==> src/rtl/l2_mem_port_if.sv <==
// Bundle between the L2 controller / main_memory and l2_mem_port.
// The slave modport is the port's own view; the master modport is the environment's view.
interface l2_mem_port_if #(
   parameter int N            = 32,
   parameter int WORDSPERLINE = 2
);
   // req and resp use strict valid/ready: a transfer happens on a rising clk edge
   // where valid && ready. Once valid is raised it holds, with its payload stable,
   // until that edge. The source never waits on ready before raising valid.
   logic                            req_valid;
   logic                            req_ready;
   logic [N-1:0]                    req_addr;
   logic                            req_wb;
   logic [N-1:0]                    req_wb_addr;
   logic [WORDSPERLINE-1:0][N-1:0]  req_wb_data;
   logic                            resp_valid;
   logic                            resp_ready;
   logic [WORDSPERLINE-1:0][N-1:0]  resp_data;
   logic [N-1:0]                    mem_addr;
   logic [WORDSPERLINE-1:0][N-1:0]  mem_data_in;
   logic                            mem_re;
   logic                            mem_we;
   logic [WORDSPERLINE-1:0][N-1:0]  mem_data_out;

   modport slave (
      input  req_valid, req_addr, req_wb, req_wb_addr, req_wb_data, resp_ready, mem_data_out,
      output req_ready, resp_valid, resp_data, mem_addr, mem_data_in, mem_re, mem_we
   );

   modport master (
      output req_valid, req_addr, req_wb, req_wb_addr, req_wb_data, resp_ready, mem_data_out,
      input  req_ready, resp_valid, resp_data, mem_addr, mem_data_in, mem_re, mem_we
   );
endinterface

==> src/rtl/l2_mem_port.sv <==
// L2 line-refill initiator: optional victim writeback, then a read of main memory.
// Define L2_MEM_PORT_WB_FWD_EN to answer from the victim data when victim and fill line match.
module l2_mem_port #(
   parameter int N         = 32,
   parameter int ADDRWIDTH = 10,
   parameter int BLOCKSIZE = 8,
   parameter int WORDSIZE  = 4
) (
   input  logic               clk,
   input  logic               rst_n,
   l2_mem_port_if.slave       bus,
   output logic [2:0]         dbg_state
);
   localparam int WORDSPERLINE = BLOCKSIZE / WORDSIZE;
   localparam int OFFW         = $clog2(BLOCKSIZE);

   typedef logic [WORDSPERLINE-1:0][N-1:0] line_t;

   typedef enum logic [2:0] {
      IDLE   = 3'd0,
      WB     = 3'd1,
      RD_REQ = 3'd2,
      RD_CAP = 3'd3,
      RESP   = 3'd4
   } state_t;

   state_t        state;
   logic [N-1:0]  fill_idx;
   logic          req_ready_q;
   logic          resp_valid_q;
   line_t         resp_data_q;
   logic [N-1:0]  mem_addr_q;
   line_t         mem_data_in_q;
   logic          mem_re_q;
   logic          mem_we_q;
`ifdef L2_MEM_PORT_WB_FWD_EN
   logic          fwd_hit;
`endif

   // Byte address to line index; offset bits dropped, bits above ADDRWIDTH zeroed.
   function automatic logic [N-1:0] line_index(input logic [N-1:0] a);
      logic [N-1:0] r;
      r                  = '0;
      r[ADDRWIDTH-1:0]   = a[OFFW +: ADDRWIDTH];
      return r;
   endfunction

   always_ff @(posedge clk or negedge rst_n) begin
      if (!rst_n) begin
         state         <= IDLE;
         fill_idx      <= '0;
         req_ready_q   <= 1'b1;
         resp_valid_q  <= 1'b0;
         resp_data_q   <= '0;
         mem_addr_q    <= '0;
         mem_data_in_q <= '0;
         mem_re_q      <= 1'b0;
         mem_we_q      <= 1'b0;
`ifdef L2_MEM_PORT_WB_FWD_EN
         fwd_hit       <= 1'b0;
`endif
      end else begin
         case (state)
            IDLE: begin
               if (bus.req_valid && req_ready_q) begin
                  fill_idx    <= line_index(bus.req_addr);
                  req_ready_q <= 1'b0;
                  if (bus.req_wb) begin
                     // mem_data_in doubles as the latched victim line.
                     state         <= WB;
                     mem_we_q      <= 1'b1;
                     mem_addr_q    <= line_index(bus.req_wb_addr);
                     mem_data_in_q <= bus.req_wb_data;
`ifdef L2_MEM_PORT_WB_FWD_EN
                     fwd_hit       <= (line_index(bus.req_wb_addr) == line_index(bus.req_addr));
`endif
                  end else begin
                     state      <= RD_REQ;
                     mem_re_q   <= 1'b1;
                     mem_addr_q <= line_index(bus.req_addr);
                  end
               end
            end
            WB: begin
               mem_we_q      <= 1'b0;
               mem_data_in_q <= '0;
`ifdef L2_MEM_PORT_WB_FWD_EN
               if (fwd_hit) begin
                  resp_data_q  <= mem_data_in_q;
                  resp_valid_q <= 1'b1;
                  state        <= RESP;
               end else
`endif
               begin
                  mem_re_q   <= 1'b1;
                  mem_addr_q <= fill_idx;
                  state      <= RD_REQ;
               end
            end
            RD_REQ: begin
               // Memory registers the read on this edge; address stays put through RD_CAP.
               mem_re_q <= 1'b0;
               state    <= RD_CAP;
            end
            RD_CAP: begin
               resp_data_q  <= bus.mem_data_out;
               resp_valid_q <= 1'b1;
               state        <= RESP;
            end
            RESP: begin
               if (bus.resp_ready) begin
                  resp_valid_q <= 1'b0;
                  req_ready_q  <= 1'b1;
                  state        <= IDLE;
               end
            end
            default: begin
               state        <= IDLE;
               req_ready_q  <= 1'b1;
               resp_valid_q <= 1'b0;
               mem_re_q     <= 1'b0;
               mem_we_q     <= 1'b0;
            end
         endcase
      end
   end

   assign bus.req_ready   = req_ready_q;
   assign bus.resp_valid  = resp_valid_q;
   assign bus.resp_data   = resp_data_q;
   assign bus.mem_addr    = mem_addr_q;
   assign bus.mem_data_in = mem_data_in_q;
   assign bus.mem_re      = mem_re_q;
   assign bus.mem_we      = mem_we_q;
   assign dbg_state       = state;

   logic unused_addr_bits;
   assign unused_addr_bits = ^{bus.req_addr, bus.req_wb_addr};
endmodule

==> src/flat_wrapper.sv <==
// flat-port wrapper written by rule: the top's interface ports become plain ports
module l2_mem_port_flat 
#(
   parameter int N         = 32,
   parameter int ADDRWIDTH = 10,
   parameter int BLOCKSIZE = 8,
   parameter int WORDSIZE  = 4
)
  (clk, rst_n, dbg_state, bus_req_valid, bus_req_addr, bus_req_wb, bus_req_wb_addr, bus_req_wb_data, bus_resp_ready, bus_mem_data_out, bus_req_ready, bus_resp_valid, bus_resp_data, bus_mem_addr, bus_mem_data_in, bus_mem_re, bus_mem_we);
  l2_mem_port_if #(.N(N), .WORDSPERLINE(2)) bus_i ();
  input  logic clk;
  input  logic rst_n;
  output logic [2:0] dbg_state;
  input wire logic [$bits(bus_i.req_valid)-1:0] bus_req_valid;
  input wire logic [$bits(bus_i.req_addr)-1:0] bus_req_addr;
  input wire logic [$bits(bus_i.req_wb)-1:0] bus_req_wb;
  input wire logic [$bits(bus_i.req_wb_addr)-1:0] bus_req_wb_addr;
  input wire logic [$bits(bus_i.req_wb_data)-1:0] bus_req_wb_data;
  input wire logic [$bits(bus_i.resp_ready)-1:0] bus_resp_ready;
  input wire logic [$bits(bus_i.mem_data_out)-1:0] bus_mem_data_out;
  output wire logic [$bits(bus_i.req_ready)-1:0] bus_req_ready;
  output wire logic [$bits(bus_i.resp_valid)-1:0] bus_resp_valid;
  output wire logic [$bits(bus_i.resp_data)-1:0] bus_resp_data;
  output wire logic [$bits(bus_i.mem_addr)-1:0] bus_mem_addr;
  output wire logic [$bits(bus_i.mem_data_in)-1:0] bus_mem_data_in;
  output wire logic [$bits(bus_i.mem_re)-1:0] bus_mem_re;
  output wire logic [$bits(bus_i.mem_we)-1:0] bus_mem_we;
  assign bus_i.req_valid = bus_req_valid;
  assign bus_i.req_addr = bus_req_addr;
  assign bus_i.req_wb = bus_req_wb;
  assign bus_i.req_wb_addr = bus_req_wb_addr;
  assign bus_i.req_wb_data = bus_req_wb_data;
  assign bus_i.resp_ready = bus_resp_ready;
  assign bus_i.mem_data_out = bus_mem_data_out;
  assign bus_req_ready = bus_i.req_ready;
  assign bus_resp_valid = bus_i.resp_valid;
  assign bus_resp_data = bus_i.resp_data;
  assign bus_mem_addr = bus_i.mem_addr;
  assign bus_mem_data_in = bus_i.mem_data_in;
  assign bus_mem_re = bus_i.mem_re;
  assign bus_mem_we = bus_i.mem_we;
  l2_mem_port #(.N(N), .ADDRWIDTH(ADDRWIDTH), .BLOCKSIZE(BLOCKSIZE), .WORDSIZE(WORDSIZE)) u_core (.clk(clk), .rst_n(rst_n), .bus(bus_i), .dbg_state(dbg_state));
endmodule
==> config.mk <==
export PLATFORM = sky130hd
export DESIGN_NAME = l2_mem_port_flat
export DESIGN_NICKNAME = d
export VERILOG_FILES = /design/src/rtl/l2_mem_port_if.sv /design/src/rtl/l2_mem_port.sv /design/src/flat_wrapper.sv
export SDC_FILE = /design/constraint.sdc
export NUM_CORES = 1
export LEC_CHECK = 0
export CORE_ASPECT_RATIO = 0.75
export CORE_UTILIZATION = 35
export CTS_BUF_LIST = sky130_fd_sc_hd__clkbuf_8 sky130_fd_sc_hd__clkbuf_16
export DETAILED_ROUTE_END_ITERATION = 10
export HOLD_SLACK_MARGIN = 0.15
export PLACE_DENSITY = 0.83
export SKIP_LAST_GASP = 1
export SYNTH_ARGS = -nofsm -noshare
export SYNTH_HDL_FRONTEND = slang
export SYNTH_SLANG_ARGS = --single-unit
export TNS_END_PERCENT = 100
==> constraint.sdc <==
create_clock -name clk -period 1.7 [get_ports clk]
set_input_delay 0.425 -clock clk [delete_from_list [all_inputs] [get_ports clk]]
set_output_delay 0.425 -clock clk [all_outputs]
set_load 0.1 [all_outputs]
# Yosys cells after proc, flatten, opt, wreduce, memory -nomap -nowiden

Index checks and enable logic that the tools add are counted.

Word-level logic and storage cells: 59
Input port bits: 197
Bits in registers: 177
Output and inout bits: 167

Mux-type cells: 21
Eq/ne operators: 8
Bitwise gates (word level): 4
Reductions and logical operators: 15

Operators by type and width:

| operator                                             | number |
|---|---|
| 2-to-1 mux 64 bit                                    | 2 |
| one-hot mux 64 bit (2 select lines)                  | 1 |
| one-hot mux 32 bit (2 select lines)                  | 1 |
| 2-to-1 mux 32 bit                                    | 1 |
| one-hot mux 3 bit (5 select lines)                   | 1 |
| AND reduction 3 bit                                  | 4 |
| 2-to-1 mux 10 bit                                    | 1 |
| one-hot mux 1 bit (3 select lines)                   | 3 |
| OR reduction 3 bit                                   | 3 |
| AND reduction 2 bit                                  | 4 |
| 2-to-1 mux 1 bit                                     | 7 |
| equality test 3 x 2 -> 1 bit (second input constant) | 2 |
| 2-to-1 mux 3 bit                                     | 2 |
| != test 2 bit (second input constant)                | 3 |
| NOT 1 bit                                            | 4 |
| equality test 3 x 1 -> 1 bit (second input constant) | 1 |
| equality test 3 bit (second input constant)          | 1 |
| zero test 3 bit                                      | 1 |
| 2-to-1 mux 2 bit                                     | 1 |
| != test 2 x 1 -> 1 bit (second input constant)       | 1 |
| one-hot mux 1 bit (2 select lines)                   | 1 |
| nonzero test 2 bit                                   | 1 |
| OR reduction 2 bit                                   | 1 |
| logical AND 1 bit                                    | 1 |

# Longest topological paths before layout

Gate-level depths: netlist of run 1.

Depth after elaboration: 4
Mapped depth: 6
Mapped depth without buffers: 3

# Worst setup path before layout of run 1

OpenSTA, ideal clock, no wires.

Kind: register to register
Start: register u_core.state[1], in the netlist u_core.dbg_state[1]
End: register u_core.resp_data_q (netlist bit u_core.bus.resp_data[13])
Data arrival time: 1.991 ns
Stages on the path, launching flop included: 7
Library setup time: 0.126 ns
Period minus slack after synthesis: 2.117 ns
Required time: 1.574 ns
Path slack: -0.417 ns
Buffers on the path: 3
Cell sequence: dfrtp_1 buf_4 and2b_1 nand2_1 buf_4 buf_4 mux2_2

Cells in the longest elaborated chain, start to end: 1

Ends and longest elaborated chain:

| what                         | line               | text |
|---|---|---|
| from (decl)                  | l2_mem_port.sv:27  | `state_t state;` |
| from (signal assigned)       | l2_mem_port.sv:50  | `state <= IDLE;` |
| from (signal assigned)       | l2_mem_port.sv:70  | `state <= WB;` |
| from (signal assigned)       | l2_mem_port.sv:78  | `state <= RD_REQ;` |
| equality test 3 x 2 -> 1 bit | l2_mem_port.sv:63  | `case (state)` |
| to (signal assigned)         | l2_mem_port.sv:106 | `resp_data_q <= bus.mem_data_out;` |
| to (decl)                    | l2_mem_port.sv:31  | `line_t resp_data_q;` |

No other way between the ends.
A chain may end at the register's enable or synchronous reset.

# Final worst setup path of run 1

Start: register u_core.req_ready_q, in the netlist u_core.bus.req_ready
End: output port bus_req_ready

RTL lines:

| what                   | line               | text |
|---|---|---|
| from (decl)            | l2_mem_port.sv:29  | `logic req_ready_q;` |
| from (signal assigned) | l2_mem_port.sv:52  | `req_ready_q <= 1'b1;` |
| from (signal assigned) | l2_mem_port.sv:67  | `req_ready_q <= 1'b0;` |
| from (signal assigned) | l2_mem_port.sv:113 | `req_ready_q <= 1'b1;` |
| to (decl)              | flat_wrapper.sv:21 | `output wire logic [$bits(bus_i.req_ready)-1:0] bus_req_ready;` |

No word-level cell between the ends.

==> qor_table.md, run 1 <==
| Metric | This run | Unit |
| --- | --- | --- |
| Status | complete, but fails checks | - |
| Failing checks | negative setup slack | - |
| Finish-stage setup viols | 1 | - |
| Share of the core filled with cells | 0.6425 | - |
| Area grow syn2layout | 79.85 | % |
| Fin. max-slew vios | 0 | - |
| R2R depth | 3 | - |
| R2R Path End | u_core.fill_idx[6]$_DFFE_PN0P_ | - |
| Worst-case setup margin in the final layout | -0.05519 | ns |
| Global-route usage over all layers | 0.2127 | - |
| Iteration-0 DRC count of the detailed router | 476 | - |
| R2r setup slk | 0.04 | ns |
| Vias after detailed routing | 6250 | - |
| Fraction of final layout cells with drive strength greater than 1 | 0.3214 | - |
| Post-synthesis instance area | 7221 | um2 |
| Total die area | 21220 | um2 |
| Number of nets in the finished design | 1136 | - |
| Final Skew | 0.01163 | ns |
| Die X-Extent | 167.9 | um |
| Highest attainable clock frequency | 0.5697 | GHz |
| Number of routed nets with antenna violations | 0 | - |
| Die outline height | 126.4 | um |
| Register cell area after layout | 3890 | um2 |
| Worst min-delay path class | in2async | - |
| CTS tree | built | - |
| Share of the cycle needed by the critical path after routing | 1.032 | - |
| Sort of element at the start of the critical path | register | - |
| Critical Path RT | 1.27 | ns |
| Initial cell density of the core | 0.3572 | - |
| Number of filler cells placed in the layout | 1455 | - |
| Number of distinct library cells after synthesis | 30 | - |
| Final number of hold-violating endpoints | 0 | - |
| First-pass GRT wire length | 35270 | um |
| Setup repair after global routing missed its margin | true | - |
| Mean instance size in the synthesized netlist | 11.37 | um2 |
| Via count of the first global-routing pass | 6345 | - |
| Clock input transition at the sequential cells of the worst setup and hold paths | 0.07 | ns |
| Crit path kind | reg2out | - |
| Post-synthesis sequential element count | 155 | - |
| Pre-antenna DRT Iters | 7 | - |
| H-tree depth reported by CTS | 4 | - |
| Synth Warn # | 0 | - |
| Core outline area | 20210 | um2 |
| Number of antenna violations at the first check in global routing | 1 | - |
| Std cell rows | 45 | - |
| Root Buffer | sky130_fd_sc_hd__clkbuf_16 | - |
| Clk Latency, worst-skew pair | 0.42 | ns |
| Final critical-path required period | 1.755 | ns |
| Post-DP Area | 12220 | um2 |
| Footprint of the multi-input gates | 2977 | um2 |
| R2r startpoint | u_core.dbg_state[1]$_DFFE_PN0P_ | - |
| HPWL Detailed | 16300 | um |
| Final wirelength | 23200 | um |
| Worst Path Max Fanout | 5 | - |
| Via-per-instance ratio | 5.161 | - |
| Post-route cell area | 12990 | um2 |
| Io pins | 364 | - |
| Residual DRC count | 0 | - |
| Last weighted congestion value of the routability-driven placer | 0.7970 | - |
| Max cap viols | 0 | - |
| Maximum number of pins on one net before global-route repair | 102 | - |
| Arrival time of data at the critical path endpoint | 1.33 | ns |
| Average wire per standard cell | 19.16 | um |
| Worst Setup End Kind | output port | - |
| Sequential element share of the synthesized area | 0.5373 | - |
| Number of port buffers | 297 | - |
| Gate count of the mapped netlist | 635 | - |
| CP Launch Point | u_core.bus.req_ready$_DFFE_PN1P_ | - |
| Longest Clk Path Bufs | 2 | - |
| Clock buffer count from CTS | 17 | - |
| CTS Sinks | 155 | - |
| Total grt overflow | 0 | - |
[critical path, stage by stage, from the launching register on]
cell	delay, ns
sky130_fd_sc_hd__dfstp_4	0.62
sky130_fd_sc_hd__buf_6	0.12
sky130_fd_sc_hd__buf_12	0.17
[synthesized netlist by cell type]
cell type	instances	area [um2]
sky130_fd_sc_hd__a211oi_1	1	7.510
sky130_fd_sc_hd__a21oi_1	3	15.01
sky130_fd_sc_hd__and2b_1	1	7.510
sky130_fd_sc_hd__and3_1	1	6.260
sky130_fd_sc_hd__buf_2	15	75.07
sky130_fd_sc_hd__buf_4	29	217.7
sky130_fd_sc_hd__buf_6	1	11.26
sky130_fd_sc_hd__clkbuf_1	32	120.1
sky130_fd_sc_hd__conb_1	1	3.750
sky130_fd_sc_hd__dfrtp_1	154	3854
sky130_fd_sc_hd__dfstp_2	1	26.28
sky130_fd_sc_hd__inv_1	66	247.7
sky130_fd_sc_hd__mux2_2	64	720.7
sky130_fd_sc_hd__mux2_4	10	150.1
sky130_fd_sc_hd__mux2i_1	10	100.1
sky130_fd_sc_hd__nand2_1	81	304.0
sky130_fd_sc_hd__nand3b_1	1	7.510
sky130_fd_sc_hd__nand4b_1	64	560.5
sky130_fd_sc_hd__nor2_1	3	11.26
sky130_fd_sc_hd__nor2_2	1	6.260
sky130_fd_sc_hd__nor3_1	2	10.01
sky130_fd_sc_hd__nor3b_2	1	12.51
sky130_fd_sc_hd__o211ai_1	11	82.58
sky130_fd_sc_hd__o21a_1	1	7.510
sky130_fd_sc_hd__o21ai_0	13	65.06
sky130_fd_sc_hd__o22ai_1	1	6.260
sky130_fd_sc_hd__o311ai_0	64	560.5
sky130_fd_sc_hd__or2_2	1	6.260
sky130_fd_sc_hd__or3_1	1	6.260
sky130_fd_sc_hd__or4_4	1	11.26
[per-layer routing]
layer | GRT usage | wire length, um
met1 | 0.2652 | 9370
met2 | 0.3532 | 11670
met3 | 0.06802 | 1786
met4 | 0.06314 | 377
met5 | 0 | 0
[layout make-up]
| type | count | area share |
|---|---|---|
| flip-flops and latches | 155 | 0.2995 |
| clock buffers | 17 | 0.03276 |
| repair buffers | 339 | 0.3824 |
| diodes | 1 | 0.0001927 |
| inverters | 66 | 0.01908 |
| clock inverters | 15 | 0.01195 |
| well taps | 258 | 0.02486 |
| multi-input cells | 360 | 0.2292 |
[state kept, by name (all words and copies together) (netlist names)]
register,cells
u_core.bus.mem_re,1
u_core.bus.mem_data_in,64
u_core.bus.mem_we,1
u_core.dbg_state,3
u_core.fill_idx,10
u_core.bus.req_ready,1
u_core.bus.mem_addr,10
u_core.bus.resp_data,64
u_core.bus.resp_valid,1
[worst max-delay path by stage]
stage | slack (ns) | to
after global routing | -0.1 | bus_req_ready
after floorplan | -0.17 | u_core.fill_idx[0]$_DFFE_PN0P_
after CTS | -0.08 | bus_req_ready
after detailed placement | -0.47 | u_core.bus.mem_addr[1]$_DFFE_PN0P_
after global placement | -0.36 | u_core.fill_idx[9]$_DFFE_PN0P_
final | -0.06 | bus_req_ready
[cell families after synthesis]
| kind of cell | after synthesis | share of synthesized area |
|---|---|---|
| multiplexers | 84 | 0.1345 |
| AND/OR/NAND/NOR | 158 | 0.1315 |
| AO/OA/AOI/OAI | 94 | 0.1031 |
| buffers and inverters | 143 | 0.09305 |
| flip-flops | 155 | 0.5373 |
| other | 1 | 0.0005193 |
[cell usage in the layout, fill, tap and decap left out, types with 2 or more instances in the layout]
master,synthesis,layout
sky130_fd_sc_hd__a21oi_1,3,2
sky130_fd_sc_hd__buf_12,0,158
sky130_fd_sc_hd__buf_4,29,23
sky130_fd_sc_hd__buf_6,1,3
sky130_fd_sc_hd__clkbuf_16,0,20
sky130_fd_sc_hd__clkdlybuf4s50_1,0,151
sky130_fd_sc_hd__clkinv_4,0,2
sky130_fd_sc_hd__conb_1,1,22
sky130_fd_sc_hd__dfrtp_1,154,151
sky130_fd_sc_hd__dfrtp_2,0,2
sky130_fd_sc_hd__inv_1,66,67
sky130_fd_sc_hd__inv_6,0,4
sky130_fd_sc_hd__inv_8,0,5
sky130_fd_sc_hd__mux2_2,64,16
sky130_fd_sc_hd__mux2_4,10,58
sky130_fd_sc_hd__mux2i_1,10,10
sky130_fd_sc_hd__nand2_1,81,79
sky130_fd_sc_hd__nand4b_1,64,64
sky130_fd_sc_hd__nor2_1,3,3
sky130_fd_sc_hd__nor3_1,2,2
sky130_fd_sc_hd__o211ai_1,11,11
sky130_fd_sc_hd__o21ai_0,13,13
sky130_fd_sc_hd__o311ai_0,64,61
sky130_fd_sc_hd__o311ai_1,0,3
sky130_fd_sc_hd__or4_4,1,3
[repair_timing]
action / CTS / global route
hold buffers: 1 / 0
endpoints found under the hold margin: 28 / 0
buffers inserted: 0 / 5
cloned: 1 / 4
resized for setup: 5 / 5
setup endpoints to repair: 15 / 31
[stage by stage]
stage	setup TNS, ns	hold slack [ns]	setup slack (ns)	cells
floorplan	-10.03	0.1294	-0.1739	656
global placement	-19.51	0.3743	-0.3573	1167
finish	-0.05519	0.4836	-0.05519	1211
detailed placement	-22.73	0.3721	-0.4747	1167
global route	-0.1925	0.4934	-0.09996	1211
CTS	-0.1113	0.4842	-0.07973	1201
Power of run 1 is not shown: default switching activity piles up to over one toggle a cycle in this logic, so the estimate is an artifact.
==> run 2: changes to the inputs <==
--- a/config.mk
+++ b/config.mk
@@ -8,10 +8,12 @@
 export CORE_ASPECT_RATIO = 0.75
 export CORE_UTILIZATION = 35
 export CTS_BUF_LIST = sky130_fd_sc_hd__clkbuf_8 sky130_fd_sc_hd__clkbuf_16
+export CTS_CLUSTER_DIAMETER = 30
 export DETAILED_ROUTE_END_ITERATION = 10
 export HOLD_SLACK_MARGIN = 0.15
-export PLACE_DENSITY = 0.83
+export PLACE_DENSITY = 0.69
 export SKIP_LAST_GASP = 1
+export SLEW_MARGIN = 15
 export SYNTH_ARGS = -nofsm -noshare
 export SYNTH_HDL_FRONTEND = slang
 export SYNTH_SLANG_ARGS = --single-unit
==> run 2 against run 1 <==
Compared with the run above: design area increased by 1.7%; sequential share of layout area down 0.49 points; flip-flop and latch count did not move; highest routed layer unchanged; clock skew up 0.0016 ns; wire length down 0.40%; die area is the same; critical path depth is 1 higher; the flow still finishes with violations (negative setup slack); first-iteration DRC count decreased by 9.0%; count of clock-buffer cells in the layout increased by 2; final cell count rose by 0.33%; maximum frequency increased by 0.50%; register-to-register slack got worse by 0.05 ns; largest cell class unchanged.
==> qor_table.md, run 2 (synthesis results as in run 1) <==
| Metric | This run | Unit |
| --- | --- | --- |
| HPWL Detailed | 15140 | um |
| Share of the cycle needed by the critical path after routing | 1.027 | - |
| Area grow syn2layout | 82.93 | % |
| Root Buffer | sky130_fd_sc_hd__clkbuf_16 | - |
| Post-DP Area | 12250 | um2 |
| Highest attainable clock frequency | 0.5726 | GHz |
| Average wire per standard cell | 19.02 | um |
| Critical Path Most Common Cell | sky130_fd_sc_hd__buf_16 | - |
| Last weighted congestion value of the routability-driven placer | 0.7553 | - |
| Final wirelength | 23110 | um |
| CTS tree | built | - |
| Routing usage on met3 | 0.07020 | - |
| Worst Setup End Kind | output port | - |
| Final number of hold-violating endpoints | 0 | - |
| Met1 routing resource usage after global routing | 0.2900 | - |
| Sort of element at the start of the critical path | register | - |
| Clk Latency, worst-skew pair | 0.41 | ns |
| Worst Path Max Fanout | 4 | - |
| Setup repair after global routing missed its margin | true | - |
| First-pass GRT wire length | 35710 | um |
| H-tree depth reported by CTS | 4 | - |
| Die X-Extent | 167.9 | um |
| Pre-CTS setup slack | -0.3768 | ns |
| Std cell rows | 45 | - |
| Number of routed nets with antenna violations | 0 | - |
| Vias after detailed routing | 6212 | - |
| Status | complete, but fails checks | - |
| Maximum number of pins on one net before global-route repair | 60 | - |
| Iteration-0 DRC count of the detailed router | 433 | - |
| Post-route cell area | 13210 | um2 |
| Maximum cell stage delay along the critical path | 0.49 | ns |
| Via-per-instance ratio | 5.113 | - |
| Number of antenna violations at the first check in global routing | 0 | - |
| Via count of the first global-routing pass | 6309 | - |
| Total die area | 21220 | um2 |
| Most common cell after layout, fill and taps aside | sky130_fd_sc_hd__buf_12 | - |
| Finish-stage setup viols | 11 | - |
| Critical Path RT | 1.27 | ns |
| Clock input transition at the sequential cells of the worst setup and hold paths | 0.07 | ns |
| Worst-case setup margin in the final layout | -0.04644 | ns |
| Cell chain of the critical path | buf_12 -> buf_16 -> buf_16 | - |
| Longest Clk Path Bufs | 2 | - |
| Final critical-path required period | 1.746 | ns |
| Cell with the largest stage delay on the worst path | sky130_fd_sc_hd__dfrtp_4 | - |
| Total grt overflow | 0 | - |
| Met2 track utilization from global routing | 0.3331 | - |
| Max cap viols | 0 | - |
| Crit path kind | reg2out | - |
| Initial cell density of the core | 0.3572 | - |
| Die outline height | 126.4 | um |
| Pre-antenna DRT Iters | 5 | - |
| Failing checks | negative setup slack | - |
| Number of nets in the finished design | 1141 | - |
| Worst slack on hold paths | 0.5098 | ns |
| Antenna fix cells | 0 | - |
| Clock buffer count from CTS | 17 | - |
| Number of port buffers | 297 | - |
| Commonest non-fill, non-tap cells in the layout | sky130_fd_sc_hd__buf_12, sky130_fd_sc_hd__clkdlybuf4s50_1, sky130_fd_sc_hd__dfrtp_1 | - |
| Fraction of final layout cells with drive strength greater than 1 | 0.3260 | - |
| Fin. max-slew vios | 0 | - |
| Core outline area | 20210 | um2 |
| Arrival time of data at the critical path endpoint | 1.32 | ns |
| Final Skew | 0.01320 | ns |
| CTS Sinks | 155 | - |
| Io pins | 364 | - |
| Global-route usage over all layers | 0.2145 | - |
| Worst min-delay path class | reg2reg | - |
| Residual DRC count | 0 | - |
| Highest-utilization routing layer at the global route stage | met2 | - |
[run 2: final cells by class]
cell class                      count  area [um2]
Multi-Input combinational cell    360        2977
Timing Repair Buffer              344        5189
Tap cell                          258       322.8
Sequential cell                   155        3892
Clock inverter                     13       127.6
Inverter                           66       247.7
Clock buffer                       19       452.9
Fill cell                        1491        7004
[run 2: final timing paths]
kind	from	end	slack (ns)	cells after the start
max reg2reg	u_core.dbg_state[0]$_DFFE_PN0P_	u_core.fill_idx[5]$_DFFE_PN0P_	-0.01	3
min reg2reg	u_core.fill_idx[2]$_DFFE_PN0P_	u_core.bus.mem_addr[2]$_DFFE_PN0P_	0.51	2
max	u_core.dbg_state[0]$_DFFE_PN0P_	dbg_state[0]	-0.05	3
min	u_core.fill_idx[2]$_DFFE_PN0P_	u_core.bus.mem_addr[2]$_DFFE_PN0P_	0.51	2
max in group asynchronous	rst_n	u_core.bus.req_ready$_DFFE_PN1P_	0.59	3
min in group asynchronous	rst_n	u_core.bus.mem_data_in[38]$_DFFE_PN0P_	0.52	2
[run 2: routing by layer]
layer / part of all wire / wire [um]
met5: 0 / 0
met4: 0.0086 / 198
met3: 0.076 / 1751
met2: 0.47 / 10880
met1: 0.44 / 10280
[run 2: stage by stage]
stage	TNS (ns)	utilization	std cells
finish	-0.1371	0.6535	1215
global route	-1.277	0.6535	1215
CTS	-0.8012	0.6449	1207
detailed placement	-21.09	0.6061	1164
global placement	-17.01	0.6061	1164
floorplan	-10.03	-	656
[run 2: worst max-delay path: cells and delay by family, from the launching register on]
kind                   cells  cell delay, ns
buffers and inverters      3            0.42
DFF                        1            0.49
[run 2: timing repair]
item	4_1_cts	5_1_grt
cloned	5	5
setup buffers	5	3
endpoints found under the setup margin	14	52
endpoints found under the hold margin	37	0
resized for setup	9	21
pin swaps	2	3
hold buffers	1	0
Power of run 2 is left out for the same reason.
